--- src/rtl/seq_detect_param.sv ---
// Parametrised serial pattern detector with a Mealy match pulse, run-time pattern reload,
// bit-enable qualification and a saturating match counter.
module seq_detect_param #(
    parameter int             N       = 4,
    parameter logic [N-1:0]   PATTERN = 4'b1101,
    parameter bit             OVERLAP = 1'b0,
    parameter int             CNT_W   = 8
) (
    input  logic             clk,
    input  logic             rst,
    input  logic             en,
    input  logic             in,
    input  logic             pat_load,
    input  logic [N-1:0]     pat_in,
    output logic             out,
    output logic [CNT_W-1:0] match_cnt
);

    localparam int               FW      = $clog2(N);
    localparam logic [FW-1:0]    FULL    = FW'(N - 1);
    localparam logic [CNT_W-1:0] CNT_MAX = '1;

    typedef enum logic {
        FILL  = 1'b0,
        ARMED = 1'b1
    } phase_t;

    logic [N-1:0]     pat_q, pat_d;
    logic [N-2:0]     hist_q, hist_d;
    logic [FW-1:0]    fcnt_q, fcnt_d;
    logic [CNT_W-1:0] cnt_q, cnt_d;
    logic [N-1:0]     window_s;
    logic             out_s;
    phase_t           phase_s;

    // Phase decode and Mealy match: only a fully filled window can complete the pattern
    always_comb begin
        phase_s  = FILL;
        window_s = {hist_q, in};
        out_s    = 1'b0;
        if (fcnt_q == FULL) begin
            phase_s = ARMED;
        end else begin
            phase_s = FILL;
        end
        if (!rst && !pat_load && en && (phase_s == ARMED) && (window_s == pat_q)) begin
            out_s = 1'b1;
        end else begin
            out_s = 1'b0;
        end
    end

    // Next-state logic; reset priority is applied in the register process
    always_comb begin
        pat_d  = pat_q;
        hist_d = hist_q;
        fcnt_d = fcnt_q;
        cnt_d  = cnt_q;
        if (pat_load) begin
            pat_d  = pat_in;
            hist_d = '0;
            fcnt_d = '0;
        end else if (en) begin
            hist_d = window_s[N-2:0];
            // Non-overlapping mode demands N fresh bits after every match
            if (out_s && !OVERLAP) begin
                fcnt_d = '0;
            end else if (phase_s == ARMED) begin
                fcnt_d = FULL;
            end else begin
                fcnt_d = fcnt_q + 1'b1;
            end
        end else begin
            hist_d = hist_q;
        end
        if (out_s && (cnt_q != CNT_MAX)) begin
            cnt_d = cnt_q + 1'b1;
        end else begin
            cnt_d = cnt_q;
        end
    end

    // State registers with synchronous reset
    always_ff @(posedge clk) begin
        if (rst) begin
            pat_q  <= PATTERN;
            hist_q <= '0;
            fcnt_q <= '0;
            cnt_q  <= '0;
        end else begin
            pat_q  <= pat_d;
            hist_q <= hist_d;
            fcnt_q <= fcnt_d;
            cnt_q  <= cnt_d;
        end
    end

    assign out       = out_s;
    assign match_cnt = cnt_q;

endmodule

--- config.mk ---
export PLATFORM = sky130hd
export DESIGN_NAME = seq_detect_param
export DESIGN_NICKNAME = d
export VERILOG_FILES = /design/src/rtl/seq_detect_param.sv
export SDC_FILE = /design/constraint.sdc
export NUM_CORES = 1
export LEC_CHECK = 0
export BUFFER_PORTS_ARGS = -buffer_cell sky130_fd_sc_hd__buf_4
export CORE_MARGIN = 2
export CORE_UTILIZATION = 52
export DETAILED_ROUTE_END_ITERATION = 7
export GPL_ROUTABILITY_DRIVEN = 1
export HOLD_SLACK_MARGIN = 0.08
export PLACE_DENSITY = 0.82
export SETUP_SLACK_MARGIN = 0.5
export SLEW_MARGIN = 0
export SYNTH_ARGS = -nofsm -noshare
export SYNTH_HDL_FRONTEND = slang
export SYNTH_SLANG_ARGS = --single-unit
--- constraint.sdc ---
create_clock -name clk -period 3.15 [get_ports clk]
set_clock_uncertainty 0.1 [all_clocks]
set_input_delay 0.63 -clock clk [delete_from_list [all_inputs] [get_ports clk]]
set_output_delay 0.63 -clock clk [all_outputs]
set_load 0.005 [all_outputs]
# --- Word-level counts from Yosys, hierarchy flattened ---
# Index checks and enable logic that the tools add are counted.
word_totals:
  regBits: 17
  latch_bits: 0
  ramBits: 0
  romBits: 0
  in_bits: 9
  elab_cells: 21
  memories: 0
classes:
  addsub: 2
  mul: 0
  div_mod_pow: 0
  n_lt_le_gt_ge: 0
  eq_ne: 3
  n_shift: 0
  n_mux: 4
  n_bitwise: 0
  n_reduce_logical: 8
op_table:
  columns: ["cell", "count"]
  rows:
  - ["adder 8 x 1 -> 8 bit, second input constant", 1]
  - ["inequality test 8 bit, second input constant", 1]
  - ["logical AND 1 bit", 5]
  - ["equality test 4 bit", 1]
  - ["2-to-1 mux 2 bit", 2]
  - ["adder 2 x 1 -> 2 bit, second input constant", 1]
  - ["equality test 2 bit, second input constant", 1]
  - ["logical NOT 1 bit", 2]
  - ["2-to-1 mux 1 bit", 2]
  - ["OR reduction 2 bit", 1]

# --- Longest topological paths before layout ---
logic_depth:
  word_depth: 7
  ltp_mapped: 7

# --- Least setup slack after synthesis ---
# OpenSTA, ideal clock, no wires.
synth_path:
  path_kind: "input to register"
  start: "input port pat_load"
  end: "register cnt_q[7], in the netlist match_cnt[7]"
  setup_time_ps: 123
  arrival_ps: 2360
  required_time_ps: 2927
  setup_slack_ps: 567
  cell_stages: 7
  path_cell_list: "buf_6 > or2_1 > buf_6 > or4_4 > buf_6 > nor4_1 > mux2_1"
synth_via:
  elab_chain_len: 7
synth_lines:
  columns: ["element", "line", "rtl"]
  rows:
  - ["start, declared", "13", "input logic pat_load,"]
  - ["logical NOT 1 bit", "46", "if (!rst && !pat_load && en && (phase_s == ARMED) && (window_s == pat_q)) begin"]
  - ["logical AND 1 bit (4 in a row)", "46", null]
  - ["2-to-1 mux 1 bit", "46", null]
  - ["logical AND 1 bit", "76", "if (out_s && (cnt_q != CNT_MAX)) begin"]
  - ["end signal, assigned", "94", "cnt_q <= cnt_d;"]
  - ["end, declared", "31", "logic [CNT_W-1:0] cnt_q, cnt_d;"]
# No other way between the ends.
# A chain may end at the register's enable or synchronous reset.

# --- Worst setup path after layout ---
layout_path:
  start: "input port rst"
  end: "output port out"
layout_via:
  elab_chain_len: 6
layout_lines:
  columns: ["element", "line", "rtl"]
  rows:
  - ["start, declared", "10", "input logic rst,"]
  - ["logical NOT 1 bit", "46", null]
  - ["logical AND 1 bit (4 in a row)", "46", null]
  - ["2-to-1 mux 1 bit", "46", null]
  - ["end, declared", "15", "output logic out,"]
# No other way between the ends.

==> results.cfg <==
[outcome]
outcome = finished, final reports clean

[pwr]
powerDensity_mw_per_mm2 = 369
ir_worst_vdd_mv = 0.223
p_leak_nw = 0.430

[floorplan]
fp-row-count = 14
start_util = 0.564
die_w_um = 44.7
dieArea_mm2 = 0.00199
io_pins = 18
die_y_um = 44.7
coreArea_mm2 = 0.00152

[synth]
synthTopCellsByArea = dfxtp_1, nor2_1, mux2i_1
yosys.area.top_type = dfxtp_1
synth_area_um2 = 860
yosysTopAreaCellShare = 0.396
yosysWarnings = 0
synth_edf_count = 0
synth-async-reset-ratio = 0
syn-instance-count = 96
synth.distinct_cells = 34
syn_area_per_cell_um2 = 8.95
synth_seq_area_share = 0.396
ys_seq_elements = 17
syn_nets = 106
synth-main-ff-cell = dfxtp_1

[cts]
cts_buffer_depth = 2
clkLatencyLatePin_ns = 0.29
htree_levels = 1
tritoncts = done
cts.sinks = 17
clkTransAtPathRegs_ns = 0.09
cts.hold.buffers_added = 0
clockRootBuffer = clkbuf_4
numCtsBuffers = 3
postCtsSetupRepairBufs = 0
ctsResizeCount = 0

[critical_path]
crit_fanout = 17
cp-end-kind = output port
crit_arrival_ns = 1.77
crit_type = in2out
crit_path_start_kind = primary input
cp.required_ns = 2.42

[finish]
multi_input_area_um2 = 470
finalNetCount = 125
drive_gt1_frac = 0.228
fillers = 135
final_cell_mix = buf_4, dfxtp_1, nor2_1
n_antenna_cell = 0
stdcell_count = 130
final-seq-area_um2 = 340
area_growth_pct = 17.3
layout_commonest_cell = buf_4

[routing]
top_layer = met4
ant_nets = 0
m1WireLength_um = 730
dr.pass1.iters = 3
routedWlPerCell_um = 12.4
drt-total-wl_um = 1610
wl_met3_um = 53
drc_errors = 0
met2_length_um = 810
drtIter0Drc = 10
post_drt_via_cell_ratio = 5.54
vias = 720

[global_route]
grtUsageTotal = 0.182
grt_max_degree = 18
grt_pass1_wl_um = 2590
gr-total-overflow = 0
grt_pass1_vias = 601
antenna_found_initial = 0

[min_path]
hold_path_class = reg2reg

[run]
maxCapViolCount = 0

[timing]
fmax_ghz = 0.400
fin_crit_sh = 0.794
hold_viol_final = 0
worst_pin_slew_ns = 0.275
finalCriticalPeriod_ns = 2.50
rsz0062_at_grt = no
relSlewSlack = 0.815
finalSetupTns_ns = 0
setup_violations = 0
maxSlewViolCount = 0

[place]
portBuffers = 17
post-dp-hpwl_um = 1280
gp_congestion = 0.851
dp.cells = 126
layout make-up:
class                   instances  share of cell area
clock buffers                   3              0.0223
clock inverters                 1             0.00496
inverters                       2             0.00744
multi-input cells              72               0.466
flip-flops and latches         17               0.337
well taps                      16              0.0199
repair buffers                 19               0.141
through the flow:
| step | utilization | power, mW | cell area, um^2 | hold slack, ns | worst slack [ns] |
|---|---|---|---|---|---|
| final | 0.662 | 0.372 | 1010 | 0.414 | 0.649 |
| after global routing | 0.662 | 0.390 | 1010 | 0.416 | 0.553 |
| after CTS | 0.662 | 0.376 | 1010 | 0.416 | 0.652 |
| after detailed placement | 0.644 | 0.261 | 981 | 0.399 | 0.519 |
| after global placement | 0.644 | 0.259 | 981 | 0.391 | 0.585 |
| after floorplan | - | 0.251 | 860 | 0.372 | 0.567 |
state kept, by name, summed over array words and instances (netlist names):
| register | count |
|---|---|
| match_cnt | 8 |
| pat_q | 4 |
| hist_q | 3 |
| fcnt_q | 2 |
worst max-delay path, cell delays in order:
cell,delay (ns)
buf_4,0.17
or2_1,0.29
nor4_1,0.25
buf_4,0.18
and2_1,0.13
buf_4,0.11
worst paths after layout:
path	depth (start not counted)	startpoint	slack, ns	endpoint
setup reg to reg	5	match_cnt[0]$_SDFFE_PP0P_	1.14	match_cnt[4]$_SDFFE_PP0P_
hold / removal	2	fcnt_q[0]$_SDFFE_PP0P_	0.41	fcnt_q[0]$_SDFFE_PP0P_
hold reg to reg	2	fcnt_q[0]$_SDFFE_PP0P_	0.41	fcnt_q[0]$_SDFFE_PP0P_
setup / recovery	6	rst	0.65	out
logic make-up after synthesis:
logic type,synth area share
flip-flops,0.396
AO/OA/AOI/OAI,0.111
multiplexers,0.0990
XOR/XNOR,0.0408
buffers and inverters,0.0568
AND/OR/NAND/NOR,0.282
adder cells (fa/ha/maj),0.0146
synthesized netlist by cell type, types with 2 or more instances:
master and n:
a211o_1 4, a21oi_1 4, and2b_1 3, buf_6 3, dfxtp_1 17, inv_1 2, mux2_1 3, mux2i_1 4
nand2_1 4, nand3_1 4, nand4_1 2, nor2_1 13, nor2b_1 4, nor3_1 4, nor4_1 2, o21ai_0 2
xor2_1 4
power breakdown:
group | total [mW] | leakage (nW) | switching, mW | internal (mW)
combinational | 0.0328 | 0.274 | 0.0163 | 0.0164
sequential | 0.223 | 0.138 | 0.00338 | 0.220
clock | 0.116 | 0.0177 | 0.0689 | 0.0472
routing by layer:
layer  track usage  up-vias
met5             0        -
met4         0.109        0
met3        0.0490        2
met2         0.278       12
met1         0.227      328
li1              -      378
Power figures use the tool's default switching activity.
